**config.mk**
```make
export PLATFORM = sky130hd
export DESIGN_NAME = reg_trace_dumper
export DESIGN_NICKNAME = d
export VERILOG_FILES = /design/src/rtl/trace_pkg.sv /design/src/rtl/next_set_bit.sv /design/src/rtl/reg_trace_dumper.sv
export SDC_FILE = /design/constraint.sdc
export NUM_CORES = 1
export LEC_CHECK = 0
export CAP_MARGIN = 30
export CORE_MARGIN = 1
export CORE_UTILIZATION = 28
export CTS_CLUSTER_DIAMETER = 50
export DETAILED_ROUTE_END_ITERATION = 16
export PLACE_DENSITY = 0.52
export SLEW_MARGIN = 20
export SYNTH_ARGS = -nofsm -noshare
export SYNTH_HDL_FRONTEND = slang
export SYNTH_HIERARCHICAL = 1
export SYNTH_SLANG_ARGS = --single-unit
```
**constraint.sdc**
```tcl
create_clock -name clk -period 3.8 [get_ports clk]
set_input_delay 0.38 -clock clk [delete_from_list [all_inputs] [get_ports clk]]
set_output_delay 0.38 -clock clk [all_outputs]
set_load 0.03 [all_outputs]
```
**src/rtl/trace_pkg.sv**
```systemverilog
// rtl/trace_pkg.sv - shared beat kinds, FSM states and widths for the register trace dumper
package trace_pkg;

  localparam logic [1:0] KIND_CYCLE = 2'd0;
  localparam logic [1:0] KIND_PC    = 2'd1;
  localparam logic [1:0] KIND_REG   = 2'd2;

  localparam int DROP_W = 8;

  typedef enum logic [1:0] {
    IDLE  = 2'd0,
    S_CYC = 2'd1,
    S_PC  = 2'd2,
    S_REG = 2'd3
  } state_t;

endpackage

```
**src/rtl/next_set_bit.sv**
```systemverilog
// rtl/next_set_bit.sv - lowest set mask index above cur (or from 0 when from_start), plus found flag
module next_set_bit #(
  parameter int ADDR_W   = 5,
  parameter int NUM_REGS = 2 ** ADDR_W
) (
  input  logic [NUM_REGS-1:0] mask,
  input  logic [ADDR_W-1:0]   cur,
  input  logic                from_start,
  output logic [ADDR_W-1:0]   nxt,
  output logic                found
);

  // Descending scan so the lowest qualifying index is the one left standing.
  always_comb begin
    nxt   = '0;
    found = 1'b0;
    for (int i = NUM_REGS - 1; i >= 0; i--) begin
      if (mask[i] && (from_start || (i > int'(cur)))) begin
        nxt   = ADDR_W'(i);
        found = 1'b1;
      end
    end
  end

endmodule

```
**src/rtl/reg_trace_dumper.sv**
```systemverilog
// rtl/reg_trace_dumper.sv - snapshots cycle count, PC and masked registers into a framed beat stream
module reg_trace_dumper
  import trace_pkg::*;
#(
  parameter int                      DATA_W   = 32,
  parameter int                      ADDR_W   = 5,
  parameter int                      NUM_REGS = 2 ** ADDR_W,
  parameter logic [NUM_REGS-1:0]     REG_MASK = 32'h00FF_0F00,
  parameter int                      CNT_W    = 16,
  parameter int                      PERIOD   = 0
) (
  input  logic              clk,
  input  logic              reset,
  input  logic              enable,
  input  logic              trig,
  input  logic [DATA_W-1:0] pc_in,
  output logic [ADDR_W-1:0] rf_rd_addr,
  input  logic [DATA_W-1:0] rf_rd_data,
  output logic              hold_req,
  output logic              out_valid,
  input  logic              out_ready,
  output logic [1:0]        out_kind,
  output logic [ADDR_W-1:0] out_addr,
  output logic [DATA_W-1:0] out_data,
  output logic              out_last,
  output logic [DROP_W-1:0] drop_cnt
);

  localparam bit MASK_EMPTY = (REG_MASK == '0);

  state_t            state, state_nxt;
  logic [CNT_W-1:0]  cnt, cyc_q;
  logic [DATA_W-1:0] pc_q;
  logic [ADDR_W-1:0] idx, idx_nxt, srch;
  logic              found;
  logic [31:0]       timer;
  logic              fire, trig_any, hs, accept;

  // In S_PC the search starts from index 0; in S_REG it finds the successor of idx.
  next_set_bit #(
    .ADDR_W   (ADDR_W),
    .NUM_REGS (NUM_REGS)
  ) u_next (
    .mask       (REG_MASK),
    .cur        (idx),
    .from_start (state != S_REG),
    .nxt        (srch),
    .found      (found)
  );

  assign hs       = out_valid && out_ready;
  assign fire     = (PERIOD > 0) && enable && (timer == 32'(PERIOD - 1));
  assign trig_any = trig || fire;
  assign accept   = trig_any && ((state == IDLE) || (hs && out_last));

  always_ff @(posedge clk) begin
    if (reset) begin
      state    <= IDLE;
      idx      <= '0;
      cnt      <= '0;
      cyc_q    <= '0;
      pc_q     <= '0;
      timer    <= '0;
      drop_cnt <= '0;
    end else begin
      state <= state_nxt;
      idx   <= idx_nxt;
      if (enable) cnt <= cnt + 1'b1;
      if ((PERIOD > 0) && enable) timer <= fire ? 32'd0 : timer + 32'd1;
      if (accept) begin
        cyc_q <= cnt;
        pc_q  <= pc_in;
      end
      if (trig_any && !accept && (drop_cnt != '1)) drop_cnt <= drop_cnt + 1'b1;
    end
  end

  always_comb begin
    state_nxt = state;
    idx_nxt   = idx;
    case (state)
      IDLE: begin
        if (accept) state_nxt = S_CYC;
      end
      S_CYC: begin
        if (hs) state_nxt = S_PC;
      end
      S_PC: begin
        if (hs) begin
          if (!MASK_EMPTY) begin
            state_nxt = S_REG;
            idx_nxt   = srch;
          end else begin
            state_nxt = accept ? S_CYC : IDLE;
            idx_nxt   = '0;
          end
        end
      end
      S_REG: begin
        if (hs) begin
          if (found) begin
            idx_nxt = srch;
          end else begin
            state_nxt = accept ? S_CYC : IDLE;
            idx_nxt   = '0;
          end
        end
      end
      default: begin
        state_nxt = IDLE;
        idx_nxt   = '0;
      end
    endcase
  end

  // All beat fields derive from registered state, so they hold while the sink stalls.
  always_comb begin
    out_valid  = 1'b0;
    hold_req   = 1'b0;
    out_kind   = KIND_CYCLE;
    out_addr   = '0;
    out_data   = '0;
    out_last   = 1'b0;
    rf_rd_addr = '0;
    case (state)
      S_CYC: begin
        out_valid = 1'b1;
        hold_req  = 1'b1;
        out_kind  = KIND_CYCLE;
        out_data  = DATA_W'(cyc_q);
      end
      S_PC: begin
        out_valid = 1'b1;
        hold_req  = 1'b1;
        out_kind  = KIND_PC;
        out_data  = pc_q;
        out_last  = MASK_EMPTY;
      end
      S_REG: begin
        out_valid  = 1'b1;
        hold_req   = 1'b1;
        out_kind   = KIND_REG;
        out_addr   = idx;
        rf_rd_addr = idx;
        out_data   = rf_rd_data;
        out_last   = !found;
      end
      default: begin
        out_valid = 1'b0;
      end
    endcase
  end

endmodule
```
# Yosys cells after proc, flatten, opt, wreduce, memory -nomap -nowiden
# Cells that the tools add are included.
# word_totals
word_cells	95
output_inout_bits	55
ff_bits	79
# op_classes
addsub	2
n_reduce_logical	25
eq_ne	10
mux	40
order_cmp	12
# ops
operator	n
32-bit one-hot mux with 3 select lines	1
5-bit two-way mux	16
5-bit > comparator (first input constant)	8
4-bit by 5-bit > comparator with 1-bit output (first input constant)	4
16-bit by 1-bit adder with 16-bit output (second input constant)	1
1-bit two-way mux	15
1-bit logical OR	13
2-bit != test (second input constant)	6
2-bit two-way mux	5
5-bit one-hot mux with 2 select lines	1
8-bit by 1-bit adder with 8-bit output (second input constant)	1
8-bit != test (second input constant)	1
2-bit one-hot mux with 4 select lines	1
1-bit logical AND	5
5-bit AND reduction	1
2-bit == test (second input constant)	2
2-bit one-hot mux with 2 select lines	1
3-bit AND reduction	1
3-bit OR reduction	1
2-bit by 1-bit == test with 1-bit output (second input constant)	1
1-bit zero test	2
2-bit zero test	1
2-bit nonzero test	1

# Longest topological paths before layout
# Gate-level depths: netlist of the first run.
# logic_depth
word_depth	23
depth_mapped	16
ltp_nobuf	11

# By module
# The synthesis of the first run kept the hierarchy.
# modules_own_cells
module	instances	area_each_um2	cells_per_inst
reg_trace_dumper	1	3683.5	467
next_set_bit	1	1093.5	165

# Worst setup path after synthesis of the first run
# OpenSTA, ideal clock, no wires.
# synth_path
path_kind	reg-to-reg
start	reg state[1]
end	reg state[0]
t_arrival_ps	2822
path_stages_with_launch	14
path_slack_ps	863
period_less_slack_ps	2937
path_cell_list	dfxtp_1 > ha_1 > clkbuf_2 > inv_1 > nand2b_1 > buf_6 > o32ai_4 > nand4_2 > nor4_1 > nand3_1 > or2b_1 > a222oi_1 > a31oi_1 > o2bb2a_4
# synth_via
elab_chain_cells	23
elab_cells_between_ends	47
# synth_lines
item	line	text
start: declaration	reg_trace_dumper.sv:31	state_t state, state_nxt;
start signal: assignment	reg_trace_dumper.sv:66	state <= state_nxt;
2-bit != test *	reg_trace_dumper.sv:46	.from_start (state != S_REG),
1-bit logical OR	next_set_bit.sv:18	if (mask[i] && (from_start || (i > int'(cur)))) begin
1-bit two-way mux (11 in a row)	next_set_bit.sv:18	
1-bit two-way mux *	next_set_bit.sv:18	
named net found	reg_trace_dumper.sv:35	logic found;
1-bit zero test	reg_trace_dumper.sv:146	out_last = !found;
1-bit two-way mux	reg_trace_dumper.sv:125	case (state)
1-bit logical AND	reg_trace_dumper.sv:54	assign accept = trig_any && ((state == IDLE) || (hs && out_last));
1-bit logical OR	reg_trace_dumper.sv:54	
1-bit logical AND	reg_trace_dumper.sv:54	
1-bit two-way mux	reg_trace_dumper.sv:104	state_nxt = accept ? S_CYC : IDLE;
2-bit two-way mux	reg_trace_dumper.sv:101	if (found) begin
2-bit two-way mux	reg_trace_dumper.sv:100	if (hs) begin
2-bit one-hot mux with 4 select lines	reg_trace_dumper.sv:81	case (state)
# Mark *: on every way through the listed nets, which the timed path passes. The rest lies on a longest branch. The select of a mux whose other input is x is not followed.
# A chain may end at the register's enable or synchronous reset.

# Worst setup path after layout of the first run
# layout_path
start	reg state[1]
end	out out_last
# layout_via
elab_chain_cells	16
elab_cells_between_ends	28
# layout_lines
item	line	text
2-bit != test *	reg_trace_dumper.sv:46	
1-bit logical OR	next_set_bit.sv:18	
1-bit two-way mux (11 in a row)	next_set_bit.sv:18	
1-bit two-way mux *	next_set_bit.sv:18	
named net found	reg_trace_dumper.sv:35	
1-bit zero test *	reg_trace_dumper.sv:146	
1-bit two-way mux *	reg_trace_dumper.sv:125	
end: declaration	reg_trace_dumper.sv:25	output logic out_last,
# Mark *: on every way through the listed nets, which the timed path passes. The rest lies on a longest branch.

==> results_dict.tcl, run 1 <==
set metrics [dict create \
    ir_drop_mv 0.2934 \
    setup_viol 0 \
    slew_viol_final 0 \
    start_util 0.2870 \
    clock-sinks 79 \
    clkTransAtPathRegs_ns 0.06 \
    synth-seq-area-share 0.3311 \
    clockRootBuffer "clkbuf_16" \
    grt_usage 0.1703 \
    rrSetupSlack_ns 0.41 \
    synth.cell_area_sq_mm 0.004777 \
    hold_path.startpoint "pc_q[5]" \
    ys.flop_type "dfxtp_1" \
    post-cts-setup-buffers 0 \
    num-nets-final 870 \
    synth_edf_count 0 \
    die_y_microns 132.6 \
    area_growth_pct 38.24 \
    diodes 0 \
    hpwlAfterDp_mm 11.07 \
    wl_mm 15.22 \
    finish.utilization 0.3968 \
    relSlewSlack 0.3836 \
    die_x_microns 132.6 \
    layout-drive-gt1-share 0.06023 \
    finalCriticalPeriod_ns 3.393 \
    cts-htree-levels 3 \
    dp_slack_ns 0.4825 \
    clock_skew_ns 0.009980 \
    drt_pass1_iterations 7 \
    power.total_mw 2.848 \
    antenna_found_initial 0 \
    layout_common_cells "121 x clkdlybuf4s50_1, 120 x nand2_1, 79 x dfxtp_1" \
    path_class "flop to output pin" \
    die_area_sq_mm 0.01759 \
    rsz0062_at_grt "false" \
    core_area_sq_mm 0.01664 \
    ys_ff_latch 79 \
    worstPathArrival_ns 3.01 \
    cp_data_required_time_ns 3.42 \
    routedWlPerCell_microns 14.97 \
    grt_pass1_wl_mm 23.93 \
    netlist_instances 632 \
    min_path_type "flop to flop" \
    crit_start "state[1]" \
    synth_area_per_cell_sq_um 7.559 \
    p_leak_nw 2.408 \
    fin_crit_sh 0.8928 \
    grt_overflow 0 \
    status "finished, final reports clean" \
    crit_path_end_kind "output pin" \
    grt_max_degree 49 \
    ios 124 \
    power.density_mw_per_mm2 431.3 \
    grt_pass1_vias 4707 \
    fmax_mhz 294.8 \
    hold_viol_final 0 \
    postRouteAntennaNets 0 \
    maxCapViolCount 0 \
    async_flop_share 0 \
    cts_tree "built" \
    worst_slack_ns 0.4074 \
    via_per_inst 4.875 \
    numCtsBuffers 9 \
    r2r_start "state[1]" \
    gp_congestion 0.8699 \
    critPathMaxFanout 13 \
    worstMarginPinSlew_ns 0.9246 \
    post_cts_resize_count 0 \
    startpoint_type "flop" \
    final.setup.tns_ns 0 \
    first_iter_violations 383 \
    synth_cell_types 69 \
    clk_latency_ns 0.34 \
    vias 4958 \
    final_common_cell "clkdlybuf4s50_1" \
    numPortBuffers 123 \
    route.detailed.drc 0 \
    clock_path_buffers 2 \
    hold_buffers 0 \
    ys.warnings.count 6 \
    rows 47 \
]
-- path summary, 6_finish.rpt --
check	endpoint	depth (start not counted)
setup / recovery	out_last	10
hold / removal	pc_q[5]	2
setup reg to reg	state[0]	11
hold reg to reg	pc_q[5]	2
-- registers in the layout (all words and copies together) (netlist names) --
name      cells
pc_q         32
cnt          16
cyc_q        16
drop_cnt      8
idx           5
state         2
-- critical path, stage by stage (launching register included) --
cell      delay [ns]
dfxtp_1         0.43
ha_1            0.21
inv_1           0.05
nand2b_1        0.36
a22oi_1         0.38
nand4_2         0.18
nor4_1          0.34
nand3_1         0.18
nand2b_1        0.28
inv_1           0.10
buf_4           0.16
-- layer usage --
metal / share of wire / track usage / vias to the layer above / routed length, microns
met5: 0 / 0 / - / 0
met4: 0.011 / 0.04853 / 0 / 162
met3: 0.026 / 0.02835 / 13 / 399
met2: 0.53 / 0.3213 / 85 / 8137
met1: 0.43 / 0.1951 / 2347 / 6520
li1: - / - / 2513 / -
-- logic make-up after synthesis --
group | synth area share
fa+ha+maj | 0.02331
mux | 0.006286
compound gates | 0.2648
xor+xnor | 0.02200
other cells | 0.001572
buf+inv | 0.07622
simple gates | 0.2748
flops | 0.3311
-- cell type report --
| class | instances | area [sq um] |
|---|---|---|
| fillers | 1677 | 10040 |
| multi-input cells | 556 | 3098 |
| flip-flops and latches | 79 | 1582 |
| repair buffers | 136 | 1334 |
| well taps | 220 | 275.3 |
| clock buffers | 10 | 239.0 |
| inverters | 11 | 41.29 |
| clock inverters | 5 | 35.03 |
-- Yosys cell counts, types with 3 or more instances --
| cell | number | share of area |
|---|---|---|
| buf_2 | 8 | 0.0084 |
| nand3_1 | 21 | 0.022 |
| a222oi_1 | 17 | 0.036 |
| nand2b_1 | 5 | 0.0065 |
| clkbuf_1 | 21 | 0.017 |
| or3_1 | 10 | 0.013 |
| a21oi_1 | 76 | 0.080 |
| nor2_1 | 58 | 0.046 |
| or4_1 | 3 | 0.0047 |
| or2b_1 | 3 | 0.0047 |
| o21a_1 | 5 | 0.0079 |
| a21o_1 | 6 | 0.0094 |
| nor3_1 | 6 | 0.0063 |
| and4_1 | 3 | 0.0055 |
| o21ai_1 | 11 | 0.012 |
| ha_1 | 8 | 0.021 |
| mux2i_1 | 3 | 0.0063 |
| nand4_1 | 9 | 0.012 |
| a22oi_1 | 17 | 0.027 |
| o22ai_1 | 3 | 0.0039 |
| nor2b_1 | 5 | 0.0065 |
| inv_1 | 11 | 0.0086 |
| o211ai_1 | 7 | 0.011 |
| and2_1 | 7 | 0.0092 |
| nor4_1 | 3 | 0.0039 |
| buf_4 | 14 | 0.022 |
| o21ai_0 | 24 | 0.025 |
| xnor2_1 | 3 | 0.0055 |
| a31oi_1 | 5 | 0.0065 |
| xor2_1 | 9 | 0.017 |
| buf_6 | 6 | 0.014 |
| dfxtp_1 | 79 | 0.33 |
| nand2_1 | 120 | 0.094 |
| o31ai_1 | 3 | 0.0047 |
| buf_1 | 3 | 0.0024 |
-- through the flow --
stage / instance area, sq um / std cells / hold slack, ns
floorplan: 5032 / 700 / 0.4357
global placement: 6330 / 1002 / 0.4411
detailed placement: 6330 / 1002 / 0.4494
CTS: 6604 / 1017 / 0.4572
global route: 6604 / 1017 / 0.4732
finish: 6604 / 1017 / 0.4608
-- power by group --
| part | internal (mW) | switching (mW) |
|---|---|---|
| combinational | 0.387 | 0.690 |
| sequential | 0.913 | 0.0635 |
| clock | 0.456 | 0.339 |
No activity file was read; power rests on OpenSTA's default activity.
==> inputs of run 2 (changes only) <==
Settings changed: CORE_UTILIZATION 28 to 50, PLACE_DENSITY 0.52 to 0.83, RECOVER_POWER set to 25.
==> run 2 against run 1 <==
Against the previous run:
- clock skew grew 0.014 ns
- critical path type is now flop to flop
- total power shrank 8.5%
- non-clock buffer count unchanged
- worst setup slack got worse by 0.13 ns
- sequential power is essentially flat
- utilization rose by 29 points
- fmax decreased by 3.7%
- the run now ends with capacitance limit, slew limit left
- combinational power fell by 4%
==> results_dict.tcl, run 2 (synthesized netlist as in run 1, its figures left out) <==
set metrics [dict create \
    hold_path.startpoint "cyc_q[1]" \
    layout_common_cells "120 x nand2_1, 105 x clkdlybuf4s50_1, 79 x dfxtp_1" \
    crit_buf_inv 3 \
    antenna_found_initial 0 \
    path_depth 13 \
    critPathMaxFanout 48 \
    clk_latency_ns 0.36 \
    rows 35 \
    post_cts_resize_count 0 \
    grt_max_degree 52 \
    setup_viol 0 \
    die_y_microns 99.75 \
    hpwlAfterDp_mm 9.830 \
    largest_reg_flops 32 \
    die_area_sq_mm 0.009949 \
    r2r-end "cyc_q[7]" \
    cts_tree "built" \
    clock-sinks 79 \
    first_iter_violations 436 \
    cp_top_family "simple AND/OR/NAND/NOR gates" \
    swShare 0.4135 \
    slowest_delay_ns 0.46 \
    cp_data_required_time_ns 4.05 \
    core_area_sq_mm 0.009240 \
    gp_congestion 0.9001 \
    rr_worst_depth 13 \
    relSlewSlack -0.5257 \
    pwr-share-clk 0.227 \
    grt_usage 0.2789 \
    numCtsBuffers 9 \
    postPlaceCellArea_sq_mm 0.006211 \
    pwr-share-seq 0.375 \
    fmax_mhz 283.7 \
    ios 124 \
    rsz0062_at_grt "false" \
    whs_ns 0.4633 \
    hold_end "cyc_q[1]" \
    worstPathArrival_ns 3.78 \
    startpoint_type "flop" \
    path_cells "ha_1, inv_1, nand2b_1, buf_4, o32ai_4, nand4_2, nor4_1, nand3_1, nand4bb_4, a21oi_4, buf_4, nand2_1, a21oi_1" \
    worstMarginPinSlew_ns 2.289 \
    min_path_type "flop to flop" \
    intPower_mw 1.528 \
    post-cts-setup-buffers 0 \
    combPwrFrac 0.398 \
    power.density_mw_per_mm2 408.3 \
    postRouteAntennaNets 0 \
    reg.largest.list "pc_q x32, cnt x16, cyc_q x16" \
    rrSetupSlack_ns 0.28 \
    diodes 0 \
    hold_viol_final 0 \
    ir_drop_mv 0.7808 \
    via_per_inst 5.594 \
    fin_crit_sh 0.9275 \
    clockRootBuffer "clkbuf_8" \
    die_x_microns 99.75 \
    finalCriticalPeriod_ns 3.525 \
    status "finished, violations left" \
    clkTransAtPathRegs_ns 0.11 \
    final.setup.tns_ns 0 \
    start_util 0.5170 \
    switchingPower_mw 1.077 \
    drt_pass1_iterations 6 \
    maxCapViolCount 1 \
    routedWlPerCell_microns 15.06 \
    final_common_cell "nand2_1" \
    num-nets-final 870 \
    grt_pass1_wl_mm 22.36 \
    slew_viol_final 52 \
    dp_slack_ns 0.4524 \
    worst_slack_ns 0.2753 \
    layout-drive-gt1-share 0.05890 \
    fillCellCount 807 \
    area_growth_pct 33.58 \
    crit_top_cell "buf_4" \
    cts-htree-levels 3 \
    clock_path_buffers 2 \
    grt_pass1_vias 4768 \
    p_leak_nw 2.411 \
    vias 5186 \
    violations "capacitance limit, slew limit" \
    crit_path_end_kind "flop" \
    clock_skew_ns 0.02395 \
    numPortBuffers 123 \
    route.detailed.drc 0 \
    largest-register "pc_q" \
    hold_buffers 0 \
    final_area_sq_mm 0.006381 \
    path_class "flop to flop" \
    power.total_mw 2.605 \
    r2r_start "state[1]" \
    crit_slowest_cell "dfxtp_1" \
    grt_overflow 0 \
    wl_mm 13.96 \
    holdPathStages 2 \
]
==> run 2: cell count changes in the layout (fill, tap and decap cells not counted), moves of 2 or more <==
cell and change:
buf_4 -2, clkbuf_1 +2, clkbuf_16 -9, clkbuf_8 +8, clkdlybuf4s50_1 -16, dlygate4sd3_1 +16
inv_6 +4
==> run 2: worst reg2reg max path, cell delays in order, from the launching register on <==
cell and delay (ns):
dfxtp_1 0.46, ha_1 0.21, inv_1 0.05, nand2b_1 0.22, buf_4 0.24, o32ai_4 0.31
nand4_2 0.15, nor4_1 0.35, nand3_1 0.18, nand4bb_4 0.30, a21oi_4 0.18, buf_4 0.43
nand2_1 0.15, a21oi_1 0.18
==> run 2: layout make-up <==
type	instances	area, sq um	area share
Clock buffer	9	123.9	0.01941
Clock inverter	7	53.80	0.008431
Inverter	11	41.29	0.006471
Multi-Input combinational cell	556	3098	0.4855
Sequential cell	79	1582	0.2478
Tap cell	129	161.4	0.02529
Timing Repair Buffer	136	1321	0.2071
==> run 2: worst max-delay path by stage <==
stage               end      from  slack [ns]
2_1_floorplan  state[0]  state[1]        0.86
3_3_place_gp   state[0]  state[1]        0.63
3_5_place_dp   state[0]  state[1]        0.45
4_1_cts        cyc_q[7]  state[1]        0.34
5_1_grt        pc_q[11]  state[1]        0.09
6_report       cyc_q[7]  state[1]        0.28
==> run 2: power by group through the flow <==
stage / Combinational, mW / Sequential (mW) / Clock (mW)
6_report: 1.04 / 0.977 / 0.591
5_1_grt: 1.13 / 0.987 / 0.627
4_1_cts: 1.04 / 0.974 / 0.594
3_5_place_dp: 1.03 / 0.992 / 0
3_3_place_gp: 0.990 / 0.986 / 0
2_1_floorplan: 0.740 / 0.984 / 0
==> run 2: metal layers <==
layer,GRT usage,share of wire
met5,0,0
met4,0.09955,0.020
met3,0.04146,0.057
met2,0.4668,0.49
met1,0.3647,0.43
==> run 2: through the flow <==
| step | utilization | cells |
|---|---|---|
| floorplan | - | 700 |
| finish | 0.6906 | 927 |
| detailed placement | 0.6722 | 911 |
| CTS | 0.6914 | 927 |
| global placement | 0.6705 | 910 |
| global route | 0.6906 | 927 |
==> inputs of run 3 (changes only) <==
Settings changed: ABC_CLOCK_PERIOD_IN_PS set to 3800, CELL_PAD_IN_SITES_DETAIL_PLACEMENT set to 1, CELL_PAD_IN_SITES_GLOBAL_PLACEMENT set to 1, CORE_UTILIZATION 50 to 35, PLACE_DENSITY 0.83 to 0.81.
==> run 3 against run 2 <==
Against the previous run:
- the run now ends clean
- clock skew is 0.014 ns lower
- cell count rose by 5.2%
- flip-flop and latch count unchanged
- total power rose by 9.1%
- combinational power about the same
- critical path depth down 7
- die area up 42%
- via count decreased by 0.44%
- sequential share of layout area is 0.68 points lower
- count of clock-buffer cells in the layout rose by 2
- critical path type is now flop to output pin
- utilization fell by 20 points
==> results_dict.tcl, run 3 (synthesized netlist as in run 1, its figures left out) <==
set metrics [dict create \
    clock_path_buffers 2 \
    post-cts-setup-buffers 0 \
    busiest_layer "met2" \
    postPlaceCellArea_sq_mm 0.006297 \
    wl_mm 16.24 \
    route.detailed.drc 0 \
    hold_path.startpoint "reset" \
    clock_skew_ns 0.009456 \
    crit_slowest_cell "ha_1" \
    core_area_sq_mm 0.01330 \
    hold_buffers 0 \
    clock-sinks 79 \
    power.total_mw 2.841 \
    dp_cells 959 \
    status "finished, final reports clean" \
    final_common_cell "nand2_1" \
    layout_common_cells "120 x nand2_1, 105 x clkdlybuf4s50_1, 79 x dfxtp_1" \
    ir_drop_mv 0.3457 \
    reg.largest.list "pc_q x32, cnt x16, cyc_q x16" \
    first_iter_violations 321 \
    path_cells "inv_1, ha_1, buf_4, a22oi_1, nor2_1, clkdlybuf4s50_1" \
    diodes 0 \
    finalNonFillerCells 975 \
    globalRouteMet1Util 0.2709 \
    whs_ns 0.4449 \
    cp_data_required_time_ns 3.42 \
    layout-drive-gt1-share 0.06008 \
    grt_pass1_wl_mm 26.66 \
    clockRootBuffer "clkbuf_16" \
    hold_viol_final 0 \
    setup_viol 0 \
    die_y_microns 118.8 \
    clk_latency_ns 0.34 \
    maxCapViolCount 0 \
    worstPathArrival_ns 3.19 \
    finish.utilization 0.4934 \
    fin_crit_sh 0.9394 \
    area_growth_pct 37.32 \
    via_per_inst 5.295 \
    antenna_found_initial 0 \
    crit_start "state[0]" \
    grt_usage 0.2357 \
    power.density_mw_per_mm2 433.1 \
    die_x_microns 118.8 \
    use_met3 0.04215 \
    rows 42 \
    gp_congestion 0.8859 \
    p_leak_nw 2.450 \
    die_area_sq_mm 0.01412 \
    worst_slack_ns 0.2303 \
    numPortBuffers 123 \
    multiInputGateArea_sq_mm 0.003098 \
    path_class "flop to output pin" \
    final.setup.tns_ns 0 \
    hpwlAfterDp_mm 11.76 \
    post_cts_resize_count 0 \
    ios 124 \
    final_area_sq_mm 0.006560 \
    num-nets-final 871 \
    largest_reg_flops 32 \
    rsz0062_at_grt "false" \
    cts_tree "built" \
    routedWlPerCell_microns 16.66 \
    min_path_type "input port to flop" \
    r2r_start "state[1]" \
    grt_pass1_vias 5434 \
    finalCriticalPeriod_ns 3.570 \
    worstMarginPinSlew_ns 1.295 \
    relSlewSlack 0.1370 \
    startpoint_type "flop" \
    slew_viol_final 0 \
    drt_pass1_iterations 7 \
    dp_slack_ns 0.3967 \
    numCtsBuffers 9 \
    vias 5163 \
    postRouteAntennaNets 0 \
    use_met2 0.4335 \
    cts-htree-levels 3 \
    regArea_sq_mm 0.001582 \
    fmax_mhz 280.1 \
    critPathMaxFanout 29 \
    start_util 0.3593 \
    grt_overflow 0 \
    fillCellCount 1657 \
    grt_max_degree 49 \
    slowest_delay_ns 1.04 \
    crit_path_end_kind "output pin" \
    largest-register "pc_q" \
    clkTransAtPathRegs_ns 0.06 \
]
-- run 3: changes by cell type in the layout (fill, tap and decap cells not counted), moves of 2 or more --
cell,change
inv_6,-4
clkbuf_16,+9
clkbuf_8,-9
buf_12,+2
-- run 3: worst max-delay path, delay by kind of cell, from the launching register on --
kind	cells	cell delay [ns]
adders and majority gates	1	1.04
DFF	1	0.37
buffers and inverters	3	1.18
AOI/OAI and AO/OA	1	0.10
and+or+nand+nor	1	0.15
-- run 3: final cells by class --
type                       count  share of cell area
tap                          176             0.03357
sequential                    79              0.2411
clock inverter                 5            0.005340
inverter                      11            0.006294
multi-input combinational    556              0.4722
timing repair buffer         137              0.2060
clock buffer                  11             0.03548
-- run 3: where the power goes --
group / leakage (nW) / switching (mW) / internal, mW
clock network: 0.129 / 0.346 / 0.443
registers: 0.642 / 0.0705 / 0.913
logic: 1.68 / 0.694 / 0.375
total: 2.45 / 1.11 / 1.73
-- run 3: final timing paths --
kind	endpoint	cells past startpoint	slack (ns)
worst max-delay path	out_data[18]	6	0.23
worst max register to register	pc_q[6]	13	0.39
worst min-delay path	cnt[2]	2	0.44
worst min register to register	pc_q[2]	2	0.46
-- run 3: metal layers --
| metal | routed length, microns | share of wire |
|---|---|---|
| met2 | 8609 | 0.53 |
| met1 | 6885 | 0.42 |
| met3 | 510 | 0.031 |
| met5 | 0 | 0 |
| met4 | 238 | 0.015 |
